$ cat src/rtl/valid2size_packer.sv
// valid2size_packer: turns bus words carrying a thermometer byte-validity mask
// back into byte counts, and packs the words into full datapath blocks that
// are emitted with their byte size and a segment-last flag.
module valid2size_packer #(
  parameter int BUS_SIZE   = 32,
  parameter int BLOCK_SIZE = 128
) (
  input  logic                                 clk,
  input  logic                                 nrst,
  input  logic                                 clear,
  input  logic [BUS_SIZE-1:0]                  data_in,
  input  logic [BUS_SIZE/8-1:0]                validity_in,
  input  logic                                 last_in,
  input  logic                                 valid_in,
  output logic                                 ready_in,
  output logic [BLOCK_SIZE-1:0]                block_out,
  output logic [$clog2(BLOCK_SIZE/8+1)-1:0]    block_size,
  output logic                                 block_last,
  output logic                                 block_valid,
  input  logic                                 block_ready,
  output logic                                 err_mask
);

  localparam int BYTES_IN = BUS_SIZE / 8;
  localparam int WORDS    = BLOCK_SIZE / BUS_SIZE;
  localparam int SIZE_W   = $clog2(BLOCK_SIZE / 8 + 1);
  localparam int C_W      = $clog2(BYTES_IN + 1);
  localparam int WIDX_W   = (WORDS > 1) ? $clog2(WORDS) : 1;
  localparam logic [WIDX_W-1:0] LAST_IDX = WIDX_W'(WORDS - 1);

  typedef enum logic {ST_FILL, ST_OUT} state_t;

  state_t                 state;
  state_t                 state_next;
  logic [WIDX_W-1:0]      widx;
  logic [SIZE_W-1:0]      count;
  logic [BLOCK_SIZE-1:0]  buffer;
  logic                   last_q;
  logic                   err_q;

  logic [C_W-1:0]         c_cnt;
  logic                   mask_bad;
  logic                   seen_zero;
  logic [BUS_SIZE-1:0]    word_masked;
  logic                   accept;
  logic                   close_block;

  // Decode the mask: count leading ones, zero the invalid bytes, flag stray ones
  always_comb begin
    c_cnt       = '0;
    mask_bad    = 1'b0;
    seen_zero   = 1'b0;
    word_masked = '0;
    for (int i = 0; i < BYTES_IN; i++) begin
      if (validity_in[i]) begin
        if (seen_zero) begin
          mask_bad = 1'b1;
        end else begin
          c_cnt = c_cnt + C_W'(1);
          word_masked[i*8 +: 8] = data_in[i*8 +: 8];
        end
      end else begin
        seen_zero = 1'b1;
      end
    end
  end

  assign close_block = (widx == LAST_IDX) || last_in || (c_cnt != C_W'(BYTES_IN));

  // State register
  always_ff @(posedge clk or negedge nrst) begin
    if (!nrst) state <= ST_FILL;
    else       state <= state_next;
  end

  // Next-state and handshake outputs; clear overrides every handshake
  always_comb begin
    state_next  = state;
    ready_in    = 1'b0;
    block_valid = 1'b0;
    accept      = 1'b0;
    case (state)
      ST_FILL: begin
        ready_in = 1'b1;
        accept   = valid_in && !clear;
        if (accept && close_block) state_next = ST_OUT;
      end
      ST_OUT: begin
        block_valid = 1'b1;
        if (block_ready) state_next = ST_FILL;
      end
      default: state_next = ST_FILL;
    endcase
    if (clear) state_next = ST_FILL;
  end

  // Block buffer, byte count, word index and sticky mask-error flag
  always_ff @(posedge clk or negedge nrst) begin
    if (!nrst) begin
      widx   <= '0;
      count  <= '0;
      buffer <= '0;
      last_q <= 1'b0;
      err_q  <= 1'b0;
    end else if (clear) begin
      widx   <= '0;
      count  <= '0;
      buffer <= '0;
      last_q <= 1'b0;
      err_q  <= 1'b0;
    end else if (accept) begin
      for (int k = 0; k < WORDS; k++) begin
        if (widx == WIDX_W'(k)) buffer[k*BUS_SIZE +: BUS_SIZE] <= word_masked;
      end
      count  <= count + SIZE_W'(c_cnt);
      widx   <= widx + WIDX_W'(1);
      last_q <= last_in;
      if (mask_bad) err_q <= 1'b1;
    end else if (block_valid && block_ready) begin
      widx   <= '0;
      count  <= '0;
      buffer <= '0;
      last_q <= 1'b0;
    end
  end

  assign block_out  = buffer;
  assign block_size = count;
  assign block_last = last_q;
  assign err_mask   = err_q;

endmodule
$ cat config.mk
export PLATFORM = sky130hd
export DESIGN_NAME = valid2size_packer
export DESIGN_NICKNAME = d
export VERILOG_FILES = /design/src/rtl/valid2size_packer.sv
export SDC_FILE = /design/constraint.sdc
export NUM_CORES = 1
export LEC_CHECK = 0
export CAP_MARGIN = 40
export CORE_ASPECT_RATIO = 0.9
export CORE_UTILIZATION = 41
export CTS_BUF_LIST = sky130_fd_sc_hd__clkbuf_2 sky130_fd_sc_hd__clkbuf_4 sky130_fd_sc_hd__clkbuf_8
export DETAILED_ROUTE_END_ITERATION = 16
export PLACE_DENSITY_LB_ADDON = 0.25
export SETUP_SLACK_MARGIN = 0.1
export SKIP_LAST_GASP = 1
export SLEW_MARGIN = 20
export SYNTH_ARGS = -nofsm -noshare
export SYNTH_HDL_FRONTEND = slang
export SYNTH_SLANG_ARGS = --single-unit
$ cat constraint.sdc
create_clock -name clk -period 1.8 [get_ports clk]
set_clock_uncertainty 0.05 [all_clocks]
set_input_delay 0.54 -clock clk [delete_from_list [all_inputs] [get_ports clk]]
set_output_delay 0.54 -clock clk [all_outputs]
set_load 0.05 [all_outputs]
==> Word level (Yosys, flattened, before mapping) <==
Index checks and enable logic that the tools add are counted.
{ "word_totals": {"in_bits": 42, "ff_bits": 138} }
{ "classes": {"n_reduce_logical": 15, "eq_ne": 8, "n_bitwise": 1, "mux": 48, "add_sub_neg": 5} }
{ "op_table": {"columns": ["cell", "count"], "rows": [
  ["$mux 128", 3],
  ["$mux 32", 4],
  ["$mux 8", 7],
  ["$mux 1", 21],
  ["$mux 3", 6],
  ["$mux 5", 3],
  ["$ne 3x2->1 const B", 4],
  ["$reduce_and 2->1", 5],
  ["$add 3x1->3 const B", 3],
  ["$mux 2", 3],
  ["$add 5x3->5", 1],
  ["$eq 2x2->1 const B", 2],
  ["$reduce_bool 2->1", 2],
  ["$logic_and 1x1->1", 3],
  ["$ne 3x3->1 const B", 1],
  ["$reduce_bool 3->1", 1],
  ["$add 2x1->2 const B", 1],
  ["$eq 2x1->1 const B", 1],
  ["$logic_not 2->1", 1],
  ["$logic_or 1x1->1", 2],
  ["$pmux 1 s2", 1],
  ["$logic_not 1->1", 1],
  ["$not 1->1", 1]
]} }

==> Longest topological paths before layout <==
{ "logic_depth": {"word_depth": 16, "ltp_mapped": 11, "depth_no_buf": 11} }

==> Worst setup path before layout <==
Ideal clock, no wire load.
{ "synth_timing": {"path_type": "input port to flip-flop", "startpoint": "input validity_in[0]", "endpoint": "register count[4], in the netlist block_size[4]", "slack_ps": -510, "arrival_ps": 2115, "stages": 11, "setup_ps": 146, "path_cell_list": "clkbuf_1 -> o21a_1 -> ha_1 -> nor2_1 -> nor2_1 -> inv_1 -> fa_1 -> nor2b_1 -> o211ai_1 -> nand3_1 -> o21ai_0"} }
{ "synth_via": {"elab_chain_cells": 13, "word_cells_on_any_way": 16, "classes_between": "add/sub (4); mux (12)"} }
{ "synth_rtl": {"columns": ["element", "line_no", "rtl"], "rows": [
  ["start: declaration", "12", "input logic [BUS_SIZE/8-1:0] validity_in,"],
  ["$mux 1", "55", "if (validity_in[i]) begin"],
  ["$add 3x1->3", "59", "c_cnt = c_cnt + C_W'(1);"],
  ["$mux 3", "56", "if (seen_zero) begin"],
  ["$mux 3", "55", null],
  ["$add 3x1->3", "59", null],
  ["$mux 3", "56", null],
  ["$mux 3", "55", null],
  ["$add 3x1->3", "59", null],
  ["$mux 3", "56", null],
  ["$mux 3 (*)", "55", null],
  ["$add 5x3->5 (*)", "115", "count <= count + SIZE_W'(c_cnt);"],
  ["$mux 5 (*)", "111", "end else if (accept) begin"],
  ["$mux 5 (*)", "105", "end else if (clear) begin"],
  ["end signal: assignment", "115", null],
  ["end: declaration", "36", "logic [SIZE_W-1:0] count;"]
]} }
Every way passes the cells marked *; elsewhere a longest branch is shown, timed or not.
A chain may end at the register's enable or synchronous reset.

==> Final worst setup path <==
{ "layout_timing": {"startpoint": "input validity_in[2]", "endpoint": "register count[4], in the netlist block_size[4]"} }
{ "layout_via": {"elab_chain_cells": 7, "word_cells_on_any_way": 8, "classes_between": "add/sub (2); mux (6)"} }
{ "layout_rtl": {"columns": ["element", "line_no"], "rows": [
  ["$mux 3", "55"],
  ["$add 3x1->3", "59"],
  ["$mux 3", "56"],
  ["$mux 3 (*)", "55"],
  ["$add 5x3->5 (*)", "115"],
  ["$mux 5 (*)", "111"],
  ["$mux 5 (*)", "105"]
]} }
Marks and branches as above.

==> impl_metrics.ini <==
[cts]
htreeDepth = 4
root_buffer = clkbuf_8
cts_tree = built
clkSlewWorstSetupHoldPaths_ns = 0.08
clockBufferDepth = 2
cts_buffers = 17
clock-sinks = 138
clk_latency_ns = 0.45

[layout]
mostFrequentLayoutCells = buf_12 (153), dfrtp_1 (137), nand2_1 (99), o21ai_1 (49), o21ai_0 (44)
drive_gt1_frac = 0.473
nFillCells = 677
area_growth_pct = 95.4
mostFrequentLayoutCell = buf_12
num_antenna_cells = 0
fin_nets = 813
final_util = 0.821

[floorplan]
rows = 39
initial_utilization = 0.420
die_h_um = 110
core_um2 = 12600
die_w_um = 122
io_pins = 179
die_area_um2 = 13400

[logic_synthesis]
yosysSeqAreaShare = 0.650
synth_nets = 573
ys_ff_latch = 138
synth_warnings = 0
syn_area_per_cell_um2 = 10.2
synthCells = 521
netlist-cell-type-count = 31
syn-cell-area_um2 = 5310

[setup_path]
crit_chain = buf_8 > o21a_1 > ha_4 > nor2_4 > nor2_4 > inv_2 > fa_2 > nor2b_1 > o211ai_1 > nand3_1 > o21ai_1
path_max_fanout = 4
path_class = input port to flop
path_common_cell = nor2_4
cp.required_ns = 2.09
worst_setup_path_end_kind = flop
critPathSlowestCell = fa_2
r2r_cells = 8
startpoint_type = input port
crit_path_max_incr_delay_ns = 0.34
cp.arrival_ns = 2.14
rr_startpoint = state
r2r_slack_ns = 0.06
timing.rr.end = block_out[85]

[sta]
worst_pin_slew_ns = 0.537
hold_viol_final = 0
max_clock_freq_ghz = 0.541
holdWs_ns = 0.459
finalSetupViolations = 3
maxSlewViolCount = 0
finalCritPeriodShare = 1.03
relSlewSlack = 0.637
period_minus_slack_ns = 1.85
rsz0062_at_grt = true
setup_ws_ns = -0.0494
final.setup.tns_ns = -0.0721

[power]
swShare = 0.294
clock_power_share = 0.340
internal_power_mw = 5.10
seqPwrFrac = 0.452
peakVddDrop_v = 0.000673
switchingPower_mw = 2.12
power_frac_comb = 0.208
p_per_area_nw_per_um2 = 696
p_leak_nw = 4.70
power_mw = 7.22

[detailed_routing]
drc_errors = 0
drtIter0Drc = 304
wl_per_cell_um = 20.8
via_per_inst = 5.34
ant_nets = 0
vias = 5006
dr.pass1.iters = 4
wl_mm = 19.5

[placement]
place_congestion = 0.830
dp_hpwl_mm = 11.3
portBuffers = 178

[global_route]
grt_overflow = 0
grtUsageTotal = 0.258
grt_pass1_vias = 4957
antenna_found_initial = 0
grt_max_degree = 54
grt_pass1_wl_mm = 25.8

[run_status]
violations = setup timing
outcome = finished, violations left

[flow_run]
drv_cap = 0

[min_path]
holdCritPathClass = input port to async pin
## through the flow
step           cell area [µm²]  setup slack, ns  std cells
6_report                 10400          -0.0494        938
5_1_grt                  10400          -0.0997        938
4_1_cts                   9580         -0.00777        909
3_5_place_dp              8950           -0.997        863
3_3_place_gp              8950           -0.849        863
2_1_floorplan             5340           -0.382        521
## worst max-delay path: cells and delay by family
family	cells	cell delay (ns)
fa+ha+maj	2	0.63
buf+inv	2	0.15
simple gates	4	0.40
compound gates	3	0.41
## per-layer routing
metal / vias to the layer above / GRT usage / part of all wire
met5: - / 0 / 0
met4: 0 / 0.0952 / 0.024
met3: 44 / 0.0960 / 0.090
met2: 233 / 0.444 / 0.52
met1: 2494 / 0.293 / 0.36
li1: 2235 / - / -
## cell usage after synthesis (all sizes together)
cell	n	area (µm²)
and3	1	6.26
nor2	7	33.8
or3b	1	8.76
xor2	1	8.76
and2	1	6.26
o32ai	2	17.5
nor3	1	16.3
clkbuf	20	75.1
nand2	156	586
a21oi	7	50.0
o22ai	1	6.26
fa	1	20.0
nor3b	1	12.5
ha	9	113
nor2b	2	12.5
inv	9	33.8
o31ai	1	7.51
o21ai	131	656
a22o	3	26.3
o21a	1	7.51
o211ai	2	15.0
nor4b	1	8.76
nand2b	1	6.26
a21o	2	15.0
dfrtp	138	3450
a21boi	1	7.51
buf	10	50.1
nand3	10	50.1
## sequential cells by signal, summed over array words and instances (netlist names)
register and flops:
state 1, block_size 5, err_mask 1, block_out 128
widx 2, block_last 1
## worst max path at each step
stage | start | end | slack [ns]
global placement | validity_in[1] | block_size[4] | -0.85
CTS | validity_in[1] | block_size[4] | -0.008
floorplan | validity_in[0] | block_size[4] | -0.38
global route | validity_in[0] | block_size[4] | -0.1
finish | validity_in[2] | block_size[4] | -0.05
detailed placement | validity_in[1] | block_size[4] | -1.0
## cell families after synthesis
family | count (synthesis) | synth area share
xor gates and xnor gates | 1 | 0.00165
DFF | 138 | 0.650
AOI/OAI and AO/OA | 151 | 0.152
and+or+nand+nor | 182 | 0.141
buffers and inverters | 39 | 0.0299
adders and majority gates | 10 | 0.0250
## power groups by stage
stage / Clock (mW) / Sequential, mW / Combinational (mW)
after floorplan: 0 / 3.49 / 0.247
after global placement: 0 / 3.30 / 1.08
after detailed placement: 0 / 3.31 / 1.10
after CTS: 2.46 / 3.25 / 1.20
after global routing: 2.60 / 3.27 / 1.57
final: 2.45 / 3.26 / 1.50
## final cells by class
type / instances / area [µm²] / share of cell area
Timing Repair Buffer: 251 / 4140 / 0.399
Sequential cell: 138 / 3450 / 0.333
Multi-Input combinational cell: 344 / 2150 / 0.208
Clock buffer: 21 / 289 / 0.0279
Tap cell: 164 / 205 / 0.0198
Clock inverter: 11 / 93.8 / 0.00905
Inverter: 9 / 36.3 / 0.00350
## repair_timing
action | 4_1_cts | 5_1_grt
gates cloned | 2 | 13
setup buffers | 11 | 17
pin swaps | 12 | 32
hold endpoints to repair | 21 | 0
hold buffers | 1 | 0
resized for setup | 45 | 192
endpoints found under the setup margin | 137 | 98
No activity file was read; power rests on OpenSTA's default activity.
